$ cat src/rtl/i2c_pkg.sv
// -----------------------------------------------------------------------------
// i2c_pkg
// Shared definitions for the I2C sensor blocks:
//   - state_t          : sequencer state encoding (3 bits)
//   - SENSOR_ADDR_DEF  : default 7-bit address of the energy sensor
//   - REG_SHUNT/BUS/POWER : sensor register-pointer values
//   - cnt_width()      : bits needed to count from 0 up to a given value
// -----------------------------------------------------------------------------
package i2c_pkg;

    typedef enum logic [2:0] {
        ST_IDLE      = 3'd0,
        ST_WAIT_FREE = 3'd1,
        ST_PTR       = 3'd2,
        ST_RD_MSB    = 3'd3,
        ST_RD_LSB    = 3'd4,
        ST_FINISH    = 3'd5,
        ST_CHECK     = 3'd6
    } state_t;

    localparam logic [6:0] SENSOR_ADDR_DEF = 7'h40;

    localparam logic [7:0] REG_SHUNT = 8'h01;
    localparam logic [7:0] REG_BUS   = 8'h02;
    localparam logic [7:0] REG_POWER = 8'h03;

    // Width of a counter that must hold every value in 0..max_val (at least 1 bit).
    function automatic int cnt_width(input int max_val);
        return (max_val < 2) ? 1 : $clog2(max_val + 1);
    endfunction

endpackage

$ cat src/rtl/i2c_sensor_reader_edge_detect.sv
// -----------------------------------------------------------------------------
// edge_detect
// Registers a single-bit input once and flags its rising/falling edges on the
// registered copy. Used for the i2c_master busy handshake.
// Ports:
//   clk   in  : system clock, rising edge
//   reset in  : asynchronous active-high reset
//   din   in  : raw input
//   level out : din registered once
//   rise  out : single-cycle pulse, registered copy went 0->1
//   fall  out : single-cycle pulse, registered copy went 1->0
// -----------------------------------------------------------------------------
module edge_detect (
    input  logic clk,
    input  logic reset,
    input  logic din,
    output logic level,
    output logic rise,
    output logic fall
);

    logic din_p0;
    logic din_p1;

    always_ff @(posedge clk or posedge reset) begin
        if (reset) begin
            din_p0 <= 1'b0;
            din_p1 <= 1'b0;
        end else begin
            din_p0 <= din;
            din_p1 <= din_p0;
        end
    end

    assign level = din_p0;
    assign rise  = din_p0 & ~din_p1;
    assign fall  = ~din_p0 & din_p1;

endmodule

$ cat src/rtl/i2c_sensor_reader.sv
// -----------------------------------------------------------------------------
// i2c_sensor_reader
// Sequences an energy-sensor register read through the i2c_master command
// interface: pointer write, repeated start, 2-byte read (MSB first). Returns a
// 16-bit sample with a one-cycle valid pulse. Reads start on trigger or
// every PERIOD_CYCLES while auto_en is high.
//
// Optional build macro SENSOR_READER_AVG4_EN: sample becomes the mean of every
// four good reads (18-bit accumulator, 2-bit read counter).
//
// Ports:
//   clk, reset            : clock (rising) / asynchronous active-high reset
//   trigger, auto_en      : on-demand request / periodic mode enable
//   i2c_ena, i2c_addr, i2c_rw, i2c_data_wr : commands to the master
//   i2c_busy, i2c_data_rd, i2c_ack_error   : status from the master
//   sample, sample_valid  : last good sample and its update pulse
//   error                 : NACK or timeout seen, cleared by a good read
//   active                : sequencer not idle
// -----------------------------------------------------------------------------
module i2c_sensor_reader
    import i2c_pkg::*;
#(
    parameter logic [6:0] SLAVE_ADDR     = SENSOR_ADDR_DEF,
    parameter logic [7:0] REG_PTR        = REG_BUS,
    parameter int         PERIOD_CYCLES  = 1000000,
    parameter int         TIMEOUT_CYCLES = 200000
) (
    input  logic        clk,
    input  logic        reset,
    input  logic        trigger,
    input  logic        auto_en,
    output logic        i2c_ena,
    output logic [6:0]  i2c_addr,
    output logic        i2c_rw,
    output logic [7:0]  i2c_data_wr,
    input  logic        i2c_busy,
    input  logic [7:0]  i2c_data_rd,
    input  logic        i2c_ack_error,
    output logic [15:0] sample,
    output logic        sample_valid,
    output logic        error,
    output logic        active
);

    localparam int PER_W = cnt_width(PERIOD_CYCLES - 1);
    localparam int TMO_W = cnt_width(TIMEOUT_CYCLES);
    localparam logic [PER_W-1:0] PER_LAST  = PER_W'(PERIOD_CYCLES - 1);
    localparam logic [TMO_W-1:0] TMO_LIMIT = TMO_W'(TIMEOUT_CYCLES);

    state_t            state;
    logic [PER_W-1:0]  per_cnt;
    logic              per_wrap;
    logic              pending;
    logic              start_req;
    logic [TMO_W-1:0]  tmo_cnt;
    logic              tmo_hit;
    logic              in_wait;
    logic              edge_ok;
    logic              busy_q;
    logic              busy_rise;
    logic              busy_fall;
    logic [7:0]        msb_q;
    logic [7:0]        lsb_q;

`ifdef SENSOR_READER_AVG4_EN
    logic [17:0]       acc;
    logic [1:0]        avg_cnt;
    logic [17:0]       acc_sum;
    assign acc_sum = acc + {2'b00, msb_q, lsb_q};
`endif

    edge_detect u_busy_edge (
        .clk   (clk),
        .reset (reset),
        .din   (i2c_busy),
        .level (busy_q),
        .rise  (busy_rise),
        .fall  (busy_fall)
    );

    assign i2c_addr    = SLAVE_ADDR;
    assign i2c_data_wr = REG_PTR;
    assign active      = (state != ST_IDLE);

    // A wrap seen while idle starts the read directly; otherwise it is parked.
    assign per_wrap  = auto_en && (per_cnt == PER_LAST);
    assign start_req = trigger | pending | per_wrap;
    assign tmo_hit   = (tmo_cnt == TMO_LIMIT);
    assign in_wait   = (state != ST_IDLE) && (state != ST_CHECK);

    // The event each wait state is waiting for; it beats a simultaneous timeout.
    always_comb begin
        edge_ok = 1'b0;
        case (state)
            ST_WAIT_FREE:                  edge_ok = ~busy_q;
            ST_PTR, ST_RD_MSB, ST_RD_LSB:  edge_ok = busy_rise;
            ST_FINISH:                     edge_ok = busy_fall;
            default:                       edge_ok = 1'b0;
        endcase
    end

    always_ff @(posedge clk or posedge reset) begin
        if (reset) begin
            per_cnt <= '0;
            pending <= 1'b0;
        end else begin
            if (!auto_en || per_wrap) per_cnt <= '0;
            else                      per_cnt <= per_cnt + 1'b1;

            if (state == ST_IDLE) pending <= 1'b0;
            else if (per_wrap)    pending <= 1'b1;
        end
    end

    // Byte capture: data path, no reset needed.
    always_ff @(posedge clk) begin
        if (state == ST_RD_LSB && busy_rise) msb_q <= i2c_data_rd;
        if (state == ST_FINISH && busy_fall) lsb_q <= i2c_data_rd;
    end

    always_ff @(posedge clk or posedge reset) begin
        if (reset) begin
            state        <= ST_IDLE;
            tmo_cnt      <= '0;
            i2c_ena      <= 1'b0;
            i2c_rw       <= 1'b0;
            sample       <= '0;
            sample_valid <= 1'b0;
            error        <= 1'b0;
`ifdef SENSOR_READER_AVG4_EN
            acc          <= '0;
            avg_cnt      <= '0;
`endif
        end else begin
            sample_valid <= 1'b0;
            tmo_cnt      <= '0;

            if (in_wait && !edge_ok) begin
                if (tmo_hit) begin
                    error   <= 1'b1;
                    i2c_ena <= 1'b0;
                    state   <= ST_IDLE;
`ifdef SENSOR_READER_AVG4_EN
                    acc     <= '0;
                    avg_cnt <= '0;
`endif
                end else begin
                    tmo_cnt <= tmo_cnt + 1'b1;
                end
            end

            case (state)
                ST_IDLE:      if (start_req) state <= ST_WAIT_FREE;
                ST_WAIT_FREE: if (edge_ok) begin
                                  i2c_ena <= 1'b1;
                                  i2c_rw  <= 1'b0;
                                  state   <= ST_PTR;
                              end
                ST_PTR:       if (edge_ok) begin
                                  i2c_rw <= 1'b1;
                                  state  <= ST_RD_MSB;
                              end
                ST_RD_MSB:    if (edge_ok) state <= ST_RD_LSB;
                // Master has latched the last read; dropping ena ends it with a stop.
                ST_RD_LSB:    if (edge_ok) begin
                                  i2c_ena <= 1'b0;
                                  state   <= ST_FINISH;
                              end
                ST_FINISH:    if (edge_ok) state <= ST_CHECK;
                // ack_error is sticky across the transaction, so judge it once here.
                ST_CHECK: begin
                    state <= ST_IDLE;
                    if (i2c_ack_error) begin
                        error <= 1'b1;
`ifdef SENSOR_READER_AVG4_EN
                        acc     <= '0;
                        avg_cnt <= '0;
`endif
                    end else begin
                        error <= 1'b0;
`ifdef SENSOR_READER_AVG4_EN
                        if (avg_cnt == 2'd3) begin
                            sample       <= acc_sum[17:2];
                            sample_valid <= 1'b1;
                            acc          <= '0;
                            avg_cnt      <= '0;
                        end else begin
                            acc     <= acc_sum;
                            avg_cnt <= avg_cnt + 1'b1;
                        end
`else
                        sample       <= {msb_q, lsb_q};
                        sample_valid <= 1'b1;
`endif
                    end
                end
                default: state <= ST_IDLE;
            endcase
        end
    end

endmodule

$ cat config.mk
export PLATFORM = sky130hd
export DESIGN_NAME = i2c_sensor_reader
export DESIGN_NICKNAME = d
export VERILOG_FILES = /design/src/rtl/i2c_pkg.sv /design/src/rtl/i2c_sensor_reader_edge_detect.sv /design/src/rtl/i2c_sensor_reader.sv
export SDC_FILE = /design/constraint.sdc
export NUM_CORES = 1
export LEC_CHECK = 0
export CORE_MARGIN = 8
export CORE_UTILIZATION = 49
export CTS_CLUSTER_DIAMETER = 40
export DETAILED_ROUTE_END_ITERATION = 10
export GPL_ROUTABILITY_DRIVEN = 0
export PLACE_DENSITY = 0.87
export SYNTH_ARGS = -nofsm -noshare
export SYNTH_HDL_FRONTEND = slang
export SYNTH_SLANG_ARGS = --single-unit
$ cat constraint.sdc
create_clock -name clk -period 1.71 [get_ports clk]
set_input_delay 0.2565 -clock clk [delete_from_list [all_inputs] [get_ports clk]]
set_output_delay 0.2565 -clock clk [all_outputs]
set_load 0.02 [all_outputs]
# ---- Yosys cells after proc, flatten, opt, wreduce, memory -nomap -nowiden
# Cells that the tools add are included.
dict set report classes {
  eq_ne 11
  bitwise_logic 7
  n_reduce_logical 18
  add_sub_neg 2
  muxes 29
}
# operator count
set ops {}
lappend ops {{18-bit 2-to-1 mux} 2}
lappend ops {{3-bit 2-to-1 mux} 8}
lappend ops {{20-bit by 1-bit adder with 20-bit output, second input constant} 1}
lappend ops {{20-bit == test, second input constant} 1}
lappend ops {{20-bit 2-to-1 mux} 1}
lappend ops {{18-bit by 1-bit adder with 18-bit output, second input constant} 1}
lappend ops {{18-bit == test, second input constant} 1}
lappend ops {{3-bit one-hot mux with 6 select lines} 1}
lappend ops {{1-bit 2-to-1 mux} 14}
lappend ops {{3-bit == test, second input constant} 3}
lappend ops {{2-bit nonzero test} 4}
lappend ops {{3-bit by 2-bit == test with 1-bit output, second input constant} 2}
lappend ops {{1-bit logical AND} 5}
lappend ops {{2-bit inequality test, second input constant} 2}
lappend ops {{1-bit one-hot mux with 2 select lines} 2}
lappend ops {{2-bit AND reduction} 2}
lappend ops {{3-bit by 1-bit == test with 1-bit output, second input constant} 1}
lappend ops {{3-bit logical NOT} 1}
lappend ops {{3-bit inequality test, second input constant} 1}
lappend ops {{1-bit NOT} 3}
lappend ops {{1-bit one-hot mux with 3 select lines} 1}
lappend ops {{3-bit AND reduction} 1}
lappend ops {{3-bit nonzero test} 1}
lappend ops {{3-bit OR reduction} 1}
lappend ops {{4 further kinds} 7}
dict set report word_totals {
  reg_bits 80
  in_bits 14
  out_inout_bits 36
  word_cells 80
}

# ---- Depth between registers and ports, before layout
# Gate-level depths: netlist (run 1).
dict set report logic_depth {
  word_depth 8
  depth_mapped 9
  ltp_nobuf 7
}

# ---- By module
# A second synthesis (run 1) with hierarchy kept.
dict set report unflattened {
  hier_cells 336
  area_unflattened_um2 3741.1
}
# mod cells_per_inst n_inst area_per_inst_um2
set modules_own_cells {}
lappend modules_own_cells {i2c_sensor_reader 331 1 3672.3}
lappend modules_own_cells {edge_detect 5 1 68.8}

# ---- Least setup slack after synthesis (run 1)
# Ideal clock, no wire load.
dict set report synth_timing {
  kind {flip-flop to flip-flop}
  from {register tmo_cnt[14]}
  to {register tmo_cnt[9]}
  setup_slack_ps 3
  n_path_buf 2
  path_stages_with_launch 8
  required_ps 1587
  t_arrival_ps 1585
  period_less_slack_ps 1707
  setup_ps 123
  path_cell_list {dfrtp_1 > or4_1 > nor2_2 > nand4_2 > nand2b_1 > buf_6 > buf_12 > nor2_4}
}
dict set report synth_between {
  elab_chain_cells 3
}
# element line_no
set synth_rtl {}
lappend synth_rtl {{start: declaration} i2c_sensor_reader.sv:55} ;# logic [TMO_W-1:0] tmo_cnt;
lappend synth_rtl {{start signal: assignment} i2c_sensor_reader.sv:148} ;# tmo_cnt <= tmo_cnt + 1'b1;
lappend synth_rtl {{18-bit == test} i2c_sensor_reader.sv:88} ;# assign tmo_hit = (tmo_cnt == TMO_LIMIT);
lappend synth_rtl {{18-bit 2-to-1 mux} i2c_sensor_reader.sv:139} ;# if (tmo_hit) begin
lappend synth_rtl {{18-bit 2-to-1 mux} i2c_sensor_reader.sv:138} ;# if (in_wait && !edge_ok) begin
# Every way passes these cells.
# A chain may end at the register's enable or synchronous reset.

# ---- Final worst setup path (run 1)
dict set report layout_timing {
  from {register tmo_cnt[13]}
  to {register error}
}
dict set report layout_between {
  elab_chain_cells 3
}
# element line_no
set layout_rtl {}
lappend layout_rtl {{18-bit == test} i2c_sensor_reader.sv:88}
lappend layout_rtl {{2-bit nonzero test (no source line)} -}
lappend layout_rtl {{2-bit AND reduction (no source line)} -}
lappend layout_rtl {{end signal: assignment} i2c_sensor_reader.sv:129} ;# error <= 1'b0;
lappend layout_rtl {{end signal: assignment} i2c_sensor_reader.sv:140} ;# error <= 1'b1;
lappend layout_rtl {{end signal: assignment} i2c_sensor_reader.sv:174} ;# error <= 1'b1;
lappend layout_rtl {{end: declaration} i2c_sensor_reader.sv:41} ;# output logic error,
# Every way passes these cells.

==> impl_metrics.ini, run 1 <==
[cells_and_area]
drive_above_1_share_pct = 24.9
synthToLayoutAreaGrowth_pct = 25.1
layoutNonFillerInstCount = 503
num_antenna_cells = 0
nNetsFinal = 413

[detailed_routing]
postRouteWirelength_um = 8370
detail-route-antenna-nets = 0
detail_route.wl_per_cell_um = 16.6
viasPerCell = 5.28
detailedRoute.firstIterationViolations = 249
dr.pass1.iters = 5
dr_total_vias = 2656
drcViolationCount = 0

[logic_synthesis]
synth_seq_cells = 80
synth-edff-count = 16
synth_cell_type_count = 46
synth-compound-area-share_pct = 3.79
syn_area_per_cell_um2 = 11.4
yosys_most_used_dff = sky130_fd_sc_hd__dfrtp_1
synth_top_family_by_area = simple AND/OR/NAND/NOR gates
mappedNetlistArea_um2 = 3730
syn_inst = 327
synthDominantCellAreaShare_pct = 43.0
post_synth_and_or_nand_nor_area_fraction_pct = 20.5
yosysWarnings = 0
post-synth-top-count-cell = sky130_fd_sc_hd__dfrtp_1
synth_async_sr_flop_share_pct = 80.0
synth_seq_area_share_pct = 55.9
xor_xnor_share_of_the_synthesized_area_pct = 7.99
synth_mux_area_share_pct = 4.84
synth.top_cells.by_area = sky130_fd_sc_hd__dfrtp_1 43%, sky130_fd_sc_hd__edfxtp_1 13%, sky130_fd_sc_hd__xor2_1 5.2%, sky130_fd_sc_hd__mux2_2 4.8%, sky130_fd_sc_hd__nor2_1 4.1%
post_synth_fa_ha_maj_area_fraction_pct = 1.01
post_synth_most_frequent_cells = 64 x sky130_fd_sc_hd__dfrtp_1, 41 x sky130_fd_sc_hd__nor2_1, 22 x sky130_fd_sc_hd__nand2_1, 22 x sky130_fd_sc_hd__xor2_1, 18 x sky130_fd_sc_hd__nand3_1
synth_top_cell_by_area = sky130_fd_sc_hd__dfrtp_1

[clocking]
clock_tree.buffer_depth = 2
cts_tree = done
clock_sinks = 80
ctsHoldBuffers = 0
cts_htree_levels = 3
root_buffer = sky130_fd_sc_hd__clkbuf_8
worst_skew_pair_latency_ns = 0.35
cts_made_buffers = 9
cts.clk_slew.worst_paths_ns = 0.08

[floorplan]
placeableCoreArea_um2 = 7530
design.portCount = 50
initial_utilization_pct = 49.5
die_outline_area_um2 = 10700
die_h_um = 103
std_cell_rows = 32
dieWidth_um = 103

[pwr]
pwr_density_cell_nw_per_um2 = 1250
irDropWorstVdd_uv = 508
static-leakage-power_nw = 1.95

[placed_design]
dpl_worst_slack_ns = 0.0206
placement.io_buffers = 34
hpwlAfterDp_um = 5410
number_of_cells_in_the_design_after_placement = 480

[critical_path]
critical_path.reg2reg.startpoint = tmo_cnt[13]
cp_data_required_time_ns = 1.98
setup.worst_path.start_class = register
cell_chain_critical_path = or4_4 > nor2_4 > nand4_4 > buf_6 > o21a_1 > nor2_1
worstSetupPathType = reg2reg
crit_arrival_ns = 2.07
worst_path_max_stage_delay_ns = 0.53
r2r_setup_slack_ns = -0.08
r2r_cells = 6
r2r-end = error
worst_setup_path_end_kind = register
crit_path_top_delay_cell = sky130_fd_sc_hd__or4_4
timing.critical_path.fanout_max = 3

[global_routing]
m3_gr_usage_pct = 4.69
via_count_of_the_first_global_routing_pass = 2645
globalRouteMet1Util_pct = 17.7
grt_max_degree = 65
grt.total_usage_pct = 15.2
grt-busiest-layer = met2
grt_util_met2_pct = 25.2
number_of_antenna_violations_at_the_first_check_in_global_routing = 0
grt-ovfl-total = 0
grt_pass1_wl_um = 12400

[run_status]
run_status = finished, violations left
violations_in_the_final_reports = negative setup slack

[timing]
rsz0062_at_grt = yes
final.min_clock_period_ns = 1.79
max_clock_freq_ghz = 0.558
timing.final.setup_violations = 7
finalMaxSlewViolations = 0
finalClockSkew_ns = 0.0114
final.period_utilization_pct = 105
final_critical_path_setup_slack_ns = -0.0825
final_hold_viol_count = 0

[flow_run]
timing.max_cap.violations = 0

[worst_hold_path]
timing.hold.worst.class = in2async
==> cell usage in the layout (no fill, tap or decap), drive strengths merged, types with 3 or more instances in the layout <==
| cell | instances |
|---|---|
| nand3 | 19 |
| nand4 | 7 |
| nand2 | 22 |
| mux2 | 16 |
| xor2 | 22 |
| and3 | 4 |
| nor3 | 4 |
| nand2b | 5 |
| inv | 8 |
| buf | 33 |
| o21ai | 7 |
| edfxtp | 16 |
| a21oi | 10 |
| and4 | 3 |
| conb | 15 |
| nor2 | 53 |
| ha | 3 |
| dfrtp | 64 |
| clkdlybuf4s50 | 33 |
| xnor2 | 12 |
| nor4 | 6 |
| clkbuf | 14 |
==> kinds of logic (layout without fill, tap and decap cells) <==
logic type	count (synthesis)	after routing
DFF	80	80
other	2	15
muxes	16	16
and+or+nand+nor	136	136
buffers and inverters	32	93
adders and majority gates	3	3
xor gates and xnor gates	34	34
AOI/OAI and AO/OA	24	24
==> what timing repair did <==
action                     CTS  global route
cloned                       0             2
gates resized for setup      2            22
setup endpoints to repair    1            33
pin swaps                    0             5
buffers inserted             0             5
==> critical path, delay by kind of cell (launching register included) <==
family	cells	cell delay, ns
and+or+nand+nor	4	0.95
DFF	1	0.40
AOI/OAI and AO/OA	1	0.19
buffers and inverters	1	0.17
==> report_power, final <==
part,internal (mW),switching (mW)
Clock,0.682,0.693
Combinational,0.961,1.06
Sequential,2.22,0.224
Total,3.86,1.98
==> per-layer routing <==
metal / wire, um / up-vias
met5: 0 / -
met4: 183 / 0
met3: 498 / 16
met2: 4320 / 106
met1: 3370 / 1322
li1: - / 1212
==> state kept, by name, indices dropped and copies added (netlist names) <==
signal and cells:
error 1, i2c_ena 1, i2c_rw 1, lsb_q 8
msb_q 8, pending 1, per_cnt 20, sample 16
sample_valid 1, state 3, tmo_cnt 18, u_busy_edge.din_p1 1
u_busy_edge.level 1
==> stage by stage <==
stage	instance area (um^2)	hold WS, ns	power (mW)	util [%]	setup TNS [ns]
after floorplan	3780	0.288	3.55	-	0
after global placement	4320	0.457	4.17	57.3	0
after detailed placement	4320	0.470	4.25	57.3	0
after CTS	4510	0.359	5.61	59.9	0
after global routing	4660	0.380	6.10	61.9	-4.05
final	4660	0.324	5.84	61.9	-0.123
==> layout make-up <==
class	count	area (um^2)
Multi-Input combinational cell	228	1550
Inverter	9	37.5
Timing Repair Buffer	68	666
Fill cell	582	2870
Clock buffer	12	135
Tap cell	102	128
Clock inverter	4	55.1
Sequential cell	80	2090
==> worst max path at each step <==
stage	from	endpoint	slack [ns]	cells past startpoint
final	tmo_cnt[13]	error	-0.08	6
after global placement	tmo_cnt[14]	tmo_cnt[17]	0.09	6
after global routing	tmo_cnt[4]	tmo_cnt[15]	-0.15	6
after floorplan	tmo_cnt[14]	tmo_cnt[9]	0.003	7
after CTS	tmo_cnt[14]	tmo_cnt[8]	0.01	6
after detailed placement	tmo_cnt[14]	tmo_cnt[8]	0.02	6
No activity file was read; power rests on OpenSTA's default activity.
==> run 2: changes to the inputs <==
--- a/config.mk
+++ b/config.mk
@@ -8,6 +8,7 @@
 export CORE_MARGIN = 8
 export CORE_UTILIZATION = 49
 export CTS_CLUSTER_DIAMETER = 40
+export CTS_CLUSTER_SIZE = 16
 export DETAILED_ROUTE_END_ITERATION = 10
 export GPL_ROUTABILITY_DRIVEN = 0
 export PLACE_DENSITY = 0.87
==> results of run 2 <==
Final layout, timing and power as in run 1 (identical DEF).
==> run 3: changes to the inputs <==
--- a/config.mk
+++ b/config.mk
@@ -5,7 +5,7 @@
 export SDC_FILE = /design/constraint.sdc
 export NUM_CORES = 1
 export LEC_CHECK = 0
-export CORE_MARGIN = 8
+export CORE_MARGIN = 2
 export CORE_UTILIZATION = 49
 export CTS_CLUSTER_DIAMETER = 40
 export CTS_CLUSTER_SIZE = 16
==> run 3 against run 2 <==
Net effect:
- the flow now finishes without violations
- wire length down 3.7%
- first-iteration DRC count decreased by 43%
- sequential share of layout area is 0.83 points lower
- combinational power rose by 3%
- clock-buffer cell count is 3 lower
- clock power up 16%
- sequential power hardly changed
- clock skew about the same
- critical path type unchanged
- hold slack lost 0.011 ns
==> impl_metrics.ini, run 3 (synthesis results as in run 1) <==
[run_status]
run_status = finished, final reports clean

[pwr]
power.sequential.fraction_pct = 39.8
irDropWorstVdd_uv = 544
power.net_switching_mw = 2.06
power.switching_fraction_pct = 33.5
clockPowerShare_pct = 26.2
power.share.combinational_pct = 34.1
static-leakage-power_nw = 2.02
cell_internal_pwr_mw = 4.07
pwr_density_cell_nw_per_um2 = 1290

[detailed_routing]
postRouteWirelength_um = 8060
dr.pass1.iters = 4
detail_route.wl_per_cell_um = 16.0
viasPerCell = 5.20
detail-route-antenna-nets = 0
dr_total_vias = 2621
drcViolationCount = 0
detailedRoute.firstIterationViolations = 142

[timing]
rsz0062_at_grt = yes
sum_neg_setup_slack_ns = 0
timing.final.setup_violations = 0
max_clock_freq_ghz = 0.585
final.min_clock_period_ns = 1.71
final.period_utilization_pct = 99.9
final_hold_viol_count = 0
finalMaxSlewViolations = 0
finalClockSkew_ns = 0.0111

[critical_path]
worst_setup_path_end_kind = register
worstSetupPathType = reg2reg
setup.worst_path.start_class = register
crit_arrival_ns = 1.95
timing.critical_path.fanout_max = 6
cp_data_required_time_ns = 1.95

[clocking]
cts_made_buffers = 9
cts.clk_slew.worst_paths_ns = 0.09
clock_tree.buffer_depth = 2
cts_htree_levels = 3
cts_tree = done
root_buffer = sky130_fd_sc_hd__clkbuf_8
worst_skew_pair_latency_ns = 0.36
clock_sinks = 80

[placed_design]
standard_cell_area_after_detailed_placement_um2 = 4310
number_of_cells_in_the_design_after_placement = 477
hpwlAfterDp_um = 4970
placement.io_buffers = 34

[worst_hold_path]
timing.hold.worst.class = in2async

[cells_and_area]
layoutNonFillerInstCount = 504
largest_registers_in_the_final_layout = per_cnt x20, tmo_cnt x18, sample x16
largest-register = per_cnt
synthToLayoutAreaGrowth_pct = 27.3
num_antenna_cells = 0
nNetsFinal = 417
stdcell_area_um2 = 4740
final.fill_count = 522
number_of_flip_flops_under_the_largest_register_name = 20
most-common-layout-cells = 60 x sky130_fd_sc_hd__dfrtp_1, 37 x sky130_fd_sc_hd__nor2_1, 33 x sky130_fd_sc_hd__clkdlybuf4s50_1
most_common_cell_after_layout_fill_and_taps_aside = sky130_fd_sc_hd__dfrtp_1
drive_above_1_share_pct = 26.2

[floorplan]
initial_utilization_pct = 51.1
placeableCoreArea_um2 = 7290
die_h_um = 91.2
die_outline_area_um2 = 8320
dieWidth_um = 91.2
std_cell_rows = 31
design.portCount = 50

[global_routing]
grt.total_usage_pct = 19.0
number_of_antenna_violations_at_the_first_check_in_global_routing = 0
grt-ovfl-total = 0
grt_pass1_wl_um = 12300
via_count_of_the_first_global_routing_pass = 2504
grt_max_degree = 65

[flow_run]
timing.max_cap.violations = 0
==> run 3: changes by cell type in the layout (fill, tap and decap cells not counted), moves of 2 or more <==
cell,previous run,this run
sky130_fd_sc_hd__buf_4,27,31
sky130_fd_sc_hd__clkbuf_1,3,0
sky130_fd_sc_hd__dfrtp_1,58,60
sky130_fd_sc_hd__dfrtp_2,6,4
sky130_fd_sc_hd__inv_6,0,3
sky130_fd_sc_hd__nor2_1,40,37
sky130_fd_sc_hd__nor2_2,4,7
sky130_fd_sc_hd__nor4_2,4,2
==> run 3: what timing repair did <==
item	CTS	global route
cloned	0	2
hold buffers	0	0
endpoints found under the setup margin	2	49
pin swaps	0	6
gates resized for setup	5	20
buffers inserted	0	9
==> run 3: metrics by stage <==
stage | power [mW] | utilization (%) | hold slack (ns) | setup WS, ns
after floorplan | 3.55 | - | 0.288 | 0.00265
after global placement | 4.13 | 59.1 | 0.457 | 0.0904
after detailed placement | 4.21 | 59.1 | 0.472 | 0.0211
after CTS | 5.86 | 62.6 | 0.343 | 0.00535
after global routing | 6.40 | 65.0 | 0.355 | -0.0690
final | 6.13 | 65.0 | 0.312 | 0.000995
==> run 3: layer usage <==
metal	up-vias	track usage (%)	routed length (um)
met5	-	0	0
met4	0	7.07	163
met3	15	4.81	346
met2	83	32.2	4150
met1	1289	23.3	3400
li1	1234	-	-
==> run 3: power by group through the flow <==
stage / Combinational, mW / Sequential, mW / Clock, mW
final: 2.09 / 2.44 / 1.60
after global routing: 2.22 / 2.47 / 1.71
after CTS: 1.80 / 2.43 / 1.63
after detailed placement: 1.77 / 2.44 / 0
after global placement: 1.71 / 2.42 / 0
after floorplan: 0.916 / 2.63 / 0
==> run 3: final timing paths <==
check,slack [ns],endpoint,start,cells past startpoint
worst max-delay path,0.001,tmo_cnt[14],tmo_cnt[0],6
worst min-delay path,0.31,sample[4],reset,3
worst max register to register,0.001,tmo_cnt[14],tmo_cnt[0],6
worst min register to register,0.49,sample[12],msb_q[4],1
max in group asynchronous,1.08,per_cnt[6],reset,3
min in group clk,0.38,u_busy_edge.level,i2c_busy,1
==> run 3: final cells by class <==
type                            instances  area (um^2)  share of cell area, %
Clock inverter                          7          106                   2.24
Clock buffer                            9          124                   2.61
Inverter                                9         37.5                  0.791
Sequential cell                        80         2090                   44.0
Timing Repair Buffer                   72          701                   14.8
Multi-Input combinational cell        228         1560                   33.0
Tap cell                               99          124                   2.61
==> run 3: critical path, cell delays in order (launching register included) <==
cell and delay (ns):
sky130_fd_sc_hd__dfrtp_1 0.47, sky130_fd_sc_hd__ha_1 0.20, sky130_fd_sc_hd__nand2_1 0.07, sky130_fd_sc_hd__nor4_1 0.38, sky130_fd_sc_hd__nand2_1 0.15, sky130_fd_sc_hd__xor2_1 0.29
sky130_fd_sc_hd__nor2_4 0.04
